`src/rtl/dac_pkg.sv`:
```
// Shared definitions for the Pmod DAC path: command codes, frame layout and
// sequencer state encoding.
package dac_pkg;

   localparam int unsigned FRAME_W      = 32;
   localparam int unsigned CMD_LSB      = 24;
   localparam int unsigned CMD_W        = 4;
   localparam int unsigned ADDR_LSB     = 20;
   localparam int unsigned ADDR_W       = 4;
   localparam int unsigned DATA_LSB     = 8;
   localparam int unsigned DATA_FIELD_W = 12;
   localparam int unsigned MAX_CH       = 8;

   localparam logic [3:0] CMD_WR_UPD  = 4'h3;
   localparam logic [3:0] CMD_SW_RST  = 4'h7;
   localparam logic [3:0] CMD_REF_SET = 4'h8;

   typedef enum logic [1:0] {
      ST_INIT_RST,
      ST_INIT_REF,
      ST_IDLE,
      ST_SEND
   } seq_state_t;

   function automatic logic [FRAME_W-1:0] make_frame(
      input logic [CMD_W-1:0]        cmd,
      input logic [ADDR_W-1:0]       addr,
      input logic [DATA_FIELD_W-1:0] data,
      input logic [7:0]              tail
   );
      logic [FRAME_W-1:0] f;
      f = '0;
      f[CMD_LSB  +: CMD_W]        = cmd;
      f[ADDR_LSB +: ADDR_W]       = addr;
      f[DATA_LSB +: DATA_FIELD_W] = data;
      f[7:0]                      = tail;
      return f;
   endfunction

   // Reference-enable frame sets DB0 in the low byte, outside the data field
   localparam logic [FRAME_W-1:0] FRAME_SW_RST = make_frame(CMD_SW_RST, 4'h0, 12'h000, 8'h00);
   localparam logic [FRAME_W-1:0] FRAME_REF_ON = make_frame(CMD_REF_SET, 4'h0, 12'h000, 8'h01);

endpackage

```
`src/rtl/dac_frame_sequencer_rr_pick.sv`:
```
// Round-robin find-first-set: first set bit of dirty at or after rr_ptr,
// wrapping from NUM_CH-1 back to 0.
module rr_pick #(
   parameter int unsigned NUM_CH = 8
) (
   input  logic [NUM_CH-1:0] dirty,
   input  logic [2:0]        rr_ptr,
   output logic              found,
   output logic [2:0]        index
);

   int unsigned k;

   always_comb begin
      found = 1'b0;
      index = '0;
      k     = 0;
      for (int unsigned i = 0; i < NUM_CH; i++) begin
         // rr_ptr is always < NUM_CH, so a single subtract wraps the sum
         k = 32'(rr_ptr) + i;
         if (k >= NUM_CH) k = k - NUM_CH;
         if (!found && dirty[k]) begin
            found = 1'b1;
            index = 3'(k);
         end
      end
   end

endmodule

```
`src/rtl/dac_frame_sequencer.sv`:
```
// Pmod DAC frame sequencer: power-up command sequence, per-channel shadow
// samples, and round-robin launch of write-and-update frames to the serializer.
module dac_frame_sequencer
   import dac_pkg::*;
#(
   parameter int unsigned NUM_CH = 8,
   parameter int unsigned DATA_W = 12
) (
   input  logic              clk,
   input  logic              reset,
   input  logic              clk_enb,
   input  logic              s_valid,
   output logic              s_ready,
   input  logic [2:0]        s_chan,
   input  logic [DATA_W-1:0] s_data,
   output logic              m_valid,
   input  logic              m_ready,
   output logic [31:0]       m_frame,
   output logic              init_done,
   output logic              err_chan
);

   seq_state_t state, state_nxt;

   logic [DATA_FIELD_W-1:0] shadow [MAX_CH];
   logic [MAX_CH-1:0]       dirty;
   logic [2:0]              rr_ptr, rr_nxt;
   logic [2:0]              sel_ch;
   logic                    valid_nxt, done_nxt, launch;
   logic [31:0]             frame_nxt;
   logic                    pick_found;
   logic [2:0]              pick_idx;
   logic                    chan_ok, wr_ok, wr_bad;
   logic [DATA_FIELD_W-1:0] s_data_lj;

   assign s_ready   = init_done;
   assign chan_ok   = (32'(s_chan) < NUM_CH);
   assign wr_ok     = s_valid && s_ready && chan_ok;
   assign wr_bad    = s_valid && s_ready && !chan_ok;
   assign s_data_lj = 12'(s_data) << (DATA_FIELD_W - DATA_W);

   rr_pick #(.NUM_CH(NUM_CH)) u_pick (
      .dirty  (dirty[NUM_CH-1:0]),
      .rr_ptr (rr_ptr),
      .found  (pick_found),
      .index  (pick_idx)
   );

   always_ff @(posedge clk) begin
      if (!reset) begin
         state     <= ST_INIT_RST;
         m_valid   <= 1'b0;
         m_frame   <= '0;
         init_done <= 1'b0;
         err_chan  <= 1'b0;
         dirty     <= '0;
         rr_ptr    <= '0;
         sel_ch    <= '0;
         for (int unsigned i = 0; i < MAX_CH; i++) shadow[i] <= '0;
      end else if (clk_enb) begin
         state     <= state_nxt;
         m_valid   <= valid_nxt;
         m_frame   <= frame_nxt;
         init_done <= done_nxt;
         rr_ptr    <= rr_nxt;
         err_chan  <= wr_bad;
         if (launch) begin
            dirty[pick_idx] <= 1'b0;
            sel_ch          <= pick_idx;
         end
         // A same-edge write to the launching channel wins, keeping it dirty
         if (wr_ok) begin
            shadow[s_chan] <= s_data_lj;
            dirty[s_chan]  <= 1'b1;
         end
      end
   end

   always_comb begin
      state_nxt = state;
      case (state)
         ST_INIT_RST: if (m_valid && m_ready) state_nxt = ST_INIT_REF;
         ST_INIT_REF: if (m_valid && m_ready) state_nxt = ST_IDLE;
         ST_IDLE:     if (pick_found)         state_nxt = ST_SEND;
         ST_SEND:     if (m_valid && m_ready) state_nxt = ST_IDLE;
         default:                             state_nxt = ST_INIT_RST;
      endcase
   end

   always_comb begin
      valid_nxt = m_valid;
      frame_nxt = m_frame;
      done_nxt  = init_done;
      rr_nxt    = rr_ptr;
      launch    = 1'b0;
      case (state)
         ST_INIT_RST: begin
            if (!m_valid) begin
               valid_nxt = 1'b1;
               frame_nxt = FRAME_SW_RST;
            end else if (m_ready) begin
               frame_nxt = FRAME_REF_ON;
            end
         end
         ST_INIT_REF: begin
            if (m_valid && m_ready) begin
               valid_nxt = 1'b0;
               done_nxt  = 1'b1;
            end
         end
         ST_IDLE: begin
            if (pick_found) begin
               launch    = 1'b1;
               valid_nxt = 1'b1;
               frame_nxt = make_frame(CMD_WR_UPD, {1'b0, pick_idx}, shadow[pick_idx], 8'h00);
            end
         end
         ST_SEND: begin
            if (m_valid && m_ready) begin
               valid_nxt = 1'b0;
               rr_nxt    = (32'(sel_ch) + 1 >= NUM_CH) ? 3'd0 : sel_ch + 3'd1;
            end
         end
         default: ;
      endcase
   end

endmodule

```
`config.mk`:
```
export PLATFORM = sky130hd
export DESIGN_NAME = dac_frame_sequencer
export DESIGN_NICKNAME = d
export VERILOG_FILES = /design/src/rtl/dac_pkg.sv /design/src/rtl/dac_frame_sequencer_rr_pick.sv /design/src/rtl/dac_frame_sequencer.sv
export SDC_FILE = /design/constraint.sdc
export NUM_CORES = 1
export LEC_CHECK = 0
export CORE_ASPECT_RATIO = 1.1
export CORE_MARGIN = 5
export CORE_UTILIZATION = 47
export CTS_CLUSTER_SIZE = 20
export DETAILED_ROUTE_END_ITERATION = 10
export GPL_ROUTABILITY_DRIVEN = 0
export PLACE_DENSITY = 0.66
export SLEW_MARGIN = 10
export SYNTH_ARGS = -nofsm -noshare
export SYNTH_HDL_FRONTEND = slang
export SYNTH_HIERARCHICAL = 1
export SYNTH_SLANG_ARGS = --single-unit
```
`constraint.sdc`:
```
create_clock -name clk -period 4.9 [get_ports clk]
set_clock_uncertainty 0.15 [all_clocks]
set_input_delay 0.98 -clock clk [delete_from_list [all_inputs] [get_ports clk]]
set_output_delay 0.98 -clock clk [all_outputs]
set_load 0.005 [all_outputs]
```
==> qor.txt <==
Util after Layout: 56.7%
Final net count: 593
PortBufs: 42
Hold Buf Count CTS: 0
Hold Crit Class: reg2reg
Most instantiated cells after synthesis: and2_1, edfxtp_1, dfxtp_1, mux4_2, a21oi_1
Worst skew pair latency: 410 ps
CP bufs+invs: 2
Clk sinks: 132
Max Fclk: 0.229 GHz
CP Max Fanout: 27
Placed Cells: 743
Final setup TNS: 0 ps
Power Dens Cells: 346 nW/µm²
Top Metal Used: met4
M1 WL: 6.37 mm
Count leader, synth: and2_1
Antenna Nets Post-Route: 0
#FFs+latches synth: 132
Via Count: 4455
Relative slew margins: 37.8%
Width of the die: 125 µm
Die Footprint: 17100 µm²
Post-route insts no fill: 775
Required @ worst endpoint: 5040 ps
Top post-synthesis cells by area: edfxtp_1, dfxtp_1, mux4_2
Top FF cell, synth: edfxtp_1
Leakage power: 3.00 nW
Crit share post-route: 89.0%
Area fraction of the dominant cell type after synthesis: 42.2%
First-pass GRT wire length: 25.3 mm
Vias in the first global route: 4515
CTS root buffer: clkbuf_16
CP Launch Type: register
Final Hold Fails: 0
GRT Total Usage: 19.1%
Yosys top cell by area: edfxtp_1
DRC Markers: 0
WL final: 15.8 mm
N_diodes: 0
Syn-to-layout area delta: 18.8%
Post-CTS setup buffers: 0
H-tree Lvls: 4
Std cell rows: 46
WL met2: 8.36 mm
Share of layout cells above drive strength 1: 17.3%
Fillers: 1178
Antenna violations before repair: 0
CTS clock-pin slew for the worst setup and hold paths: 60 ps
Largest net degree at the start of global routing: 34
Vias per inst: 5.75
Slew Viols, Final: 0
Final worst slack: 537 ps
Synth Cell Area: 6840 µm²
EDFF count, synth: 96
Worst-margin pin slew: 928 ps
Core area: 14300 µm²
CTS tree: built
Gr ovfl total: 0
Initial Utilization: 47.7%
Run status: complete, no violations
Crit path largest cell delay: 570 ps
Async set-reset flop share out of synthesis: 0%
Critical path arrival: 4500 ps
Crit path max-delay family: compound AO/OA/AOI/OAI gates
Max_cap viols: 0
Die H: 136 µm
Crit path max-delay cell type: mux4_1
RSZ-0062 raised after global routing: false
Syn_area_per_cell: 13.0 µm²
Critical-path cell list: inv_1 > ha_1 > mux4_2 > and2_4 > or4_4 > a211oi_4 > a2111oi_1 > a21oi_4 > buf_12 > mux4_1 > nor2b_1 > a221o_1
CTS Buf Count: 17
WL per Instance: 20.4 µm
Syn. warnings: 6
Crit. End Element: register
Register area share after synthesis: 52.7%
Synth cell types: 67
Min Tclk post-route: 4360 ps
Post-DP HPWL: 10.7 mm
Length of routed met3 wiring: 807 µm
TritonRoute pass-1 iters: 5
Critical path class: reg2reg
PostCTS Resize Cnt: 0
Final setup fails: 0
VDD IR max: 0.000349 V
Drt initial violations: 474
Syn Inst Count: 526
Pre-CTS setup slack: 564 ps
CTS Buffer Depth: 2
# IOs: 56
[power by group]
group	switching (mW)	internal, mW
combinational	0.0590	0.0436
sequential	0.0108	1.22
clock	0.460	1.01
[layout by cell type, fill, tap and decap left out, types with 3 or more instances in the layout]
cell type | netlist | routed
bufinv_16 | 0 | 7
mux2_1 | 4 | 4
mux4_1 | 12 | 12
nand3_1 | 6 | 6
ha_1 | 3 | 3
nand2b_1 | 8 | 8
o21ai_0 | 11 | 5
dfxtp_1 | 36 | 36
edfxtp_1 | 96 | 96
mux2_2 | 4 | 4
conb_1 | 1 | 13
and2_1 | 98 | 98
inv_1 | 8 | 8
nor2b_1 | 12 | 12
a221o_1 | 12 | 12
nand2_1 | 20 | 20
clkdlybuf4s50_1 | 0 | 42
a31oi_1 | 3 | 3
o21ai_1 | 2 | 8
mux4_2 | 28 | 28
nand3b_1 | 6 | 6
nor2_1 | 19 | 19
a31o_2 | 6 | 6
mux2i_1 | 6 | 6
buf_4 | 17 | 19
a21oi_1 | 24 | 23
clkbuf_1 | 16 | 3
clkbuf_16 | 0 | 17
a21o_1 | 5 | 5
[cell type report]
class,count,area [µm²],area share (%)
Inverter,10,37.5,0.462
Tap cell,192,240,2.96
Sequential cell,132,3600,44.4
Clock inverter,12,253,3.11
Multi-Input combinational cell,347,2970,36.5
Clock buffer,20,437,5.38
Timing Repair Buffer,62,583,7.18
[per-layer routing]
| metal | vias to the layer above | GRT usage, % |
|---|---|---|
| met5 | - | 0 |
| met4 | 0 | 5.96 |
| met3 | 24 | 3.58 |
| met2 | 156 | 34.2 |
| met1 | 2224 | 23.6 |
| li1 | 2051 | - |
[sequential cells by signal, indices dropped and copies added, names as in the netlist]
register / flops
dirty: 8
init_done: 1
m_frame: 18
m_valid: 1
rr_ptr: 3
sel_ch: 3
shadow: 96
state: 2
[final timing paths]
path / from / endpoint / slack [ps] / depth (start not counted)
max: rr_ptr[1] / m_frame[8] / 540 / 12
min: m_frame[22] / m_frame[22] / 310 / 2
min reg2reg: m_frame[22] / m_frame[22] / 310 / 2
max reg2reg: rr_ptr[1] / m_frame[8] / 540 / 12
[logic make-up after synthesis]
kind of cell / Yosys count / share of synthesized area (%)
adder cells (fa/ha/maj): 3 / 0.549
buffers and inverters: 59 / 4.91
AND/OR/NAND/NOR: 190 / 16.5
multiplexers: 54 / 16.0
AO/OA/AOI/OAI: 85 / 8.93
other: 1 / 0.0549
XOR/XNOR: 2 / 0.256
flip-flops: 132 / 52.7
[stage by stage]
step           hold slack [ps]  instance area (µm²)  power [mW]
2_1_floorplan              300                 6880        1.31
3_3_place_gp               298                 7430        1.36
3_5_place_dp               308                 7430        1.36
4_1_cts                    316                 8120        2.83
5_1_grt                    338                 8120        2.88
6_report                   310                 8120        2.81
[tightest hold or removal path, delay by kind of cell, from the launching register on]
kind / cells / cell delay [ps]
AO/OA/AOI/OAI: 1 / 50
flip-flops: 1 / 310
AND/OR/NAND/NOR: 1 / 50
Note: power is estimated with default switching activity, not from simulation.
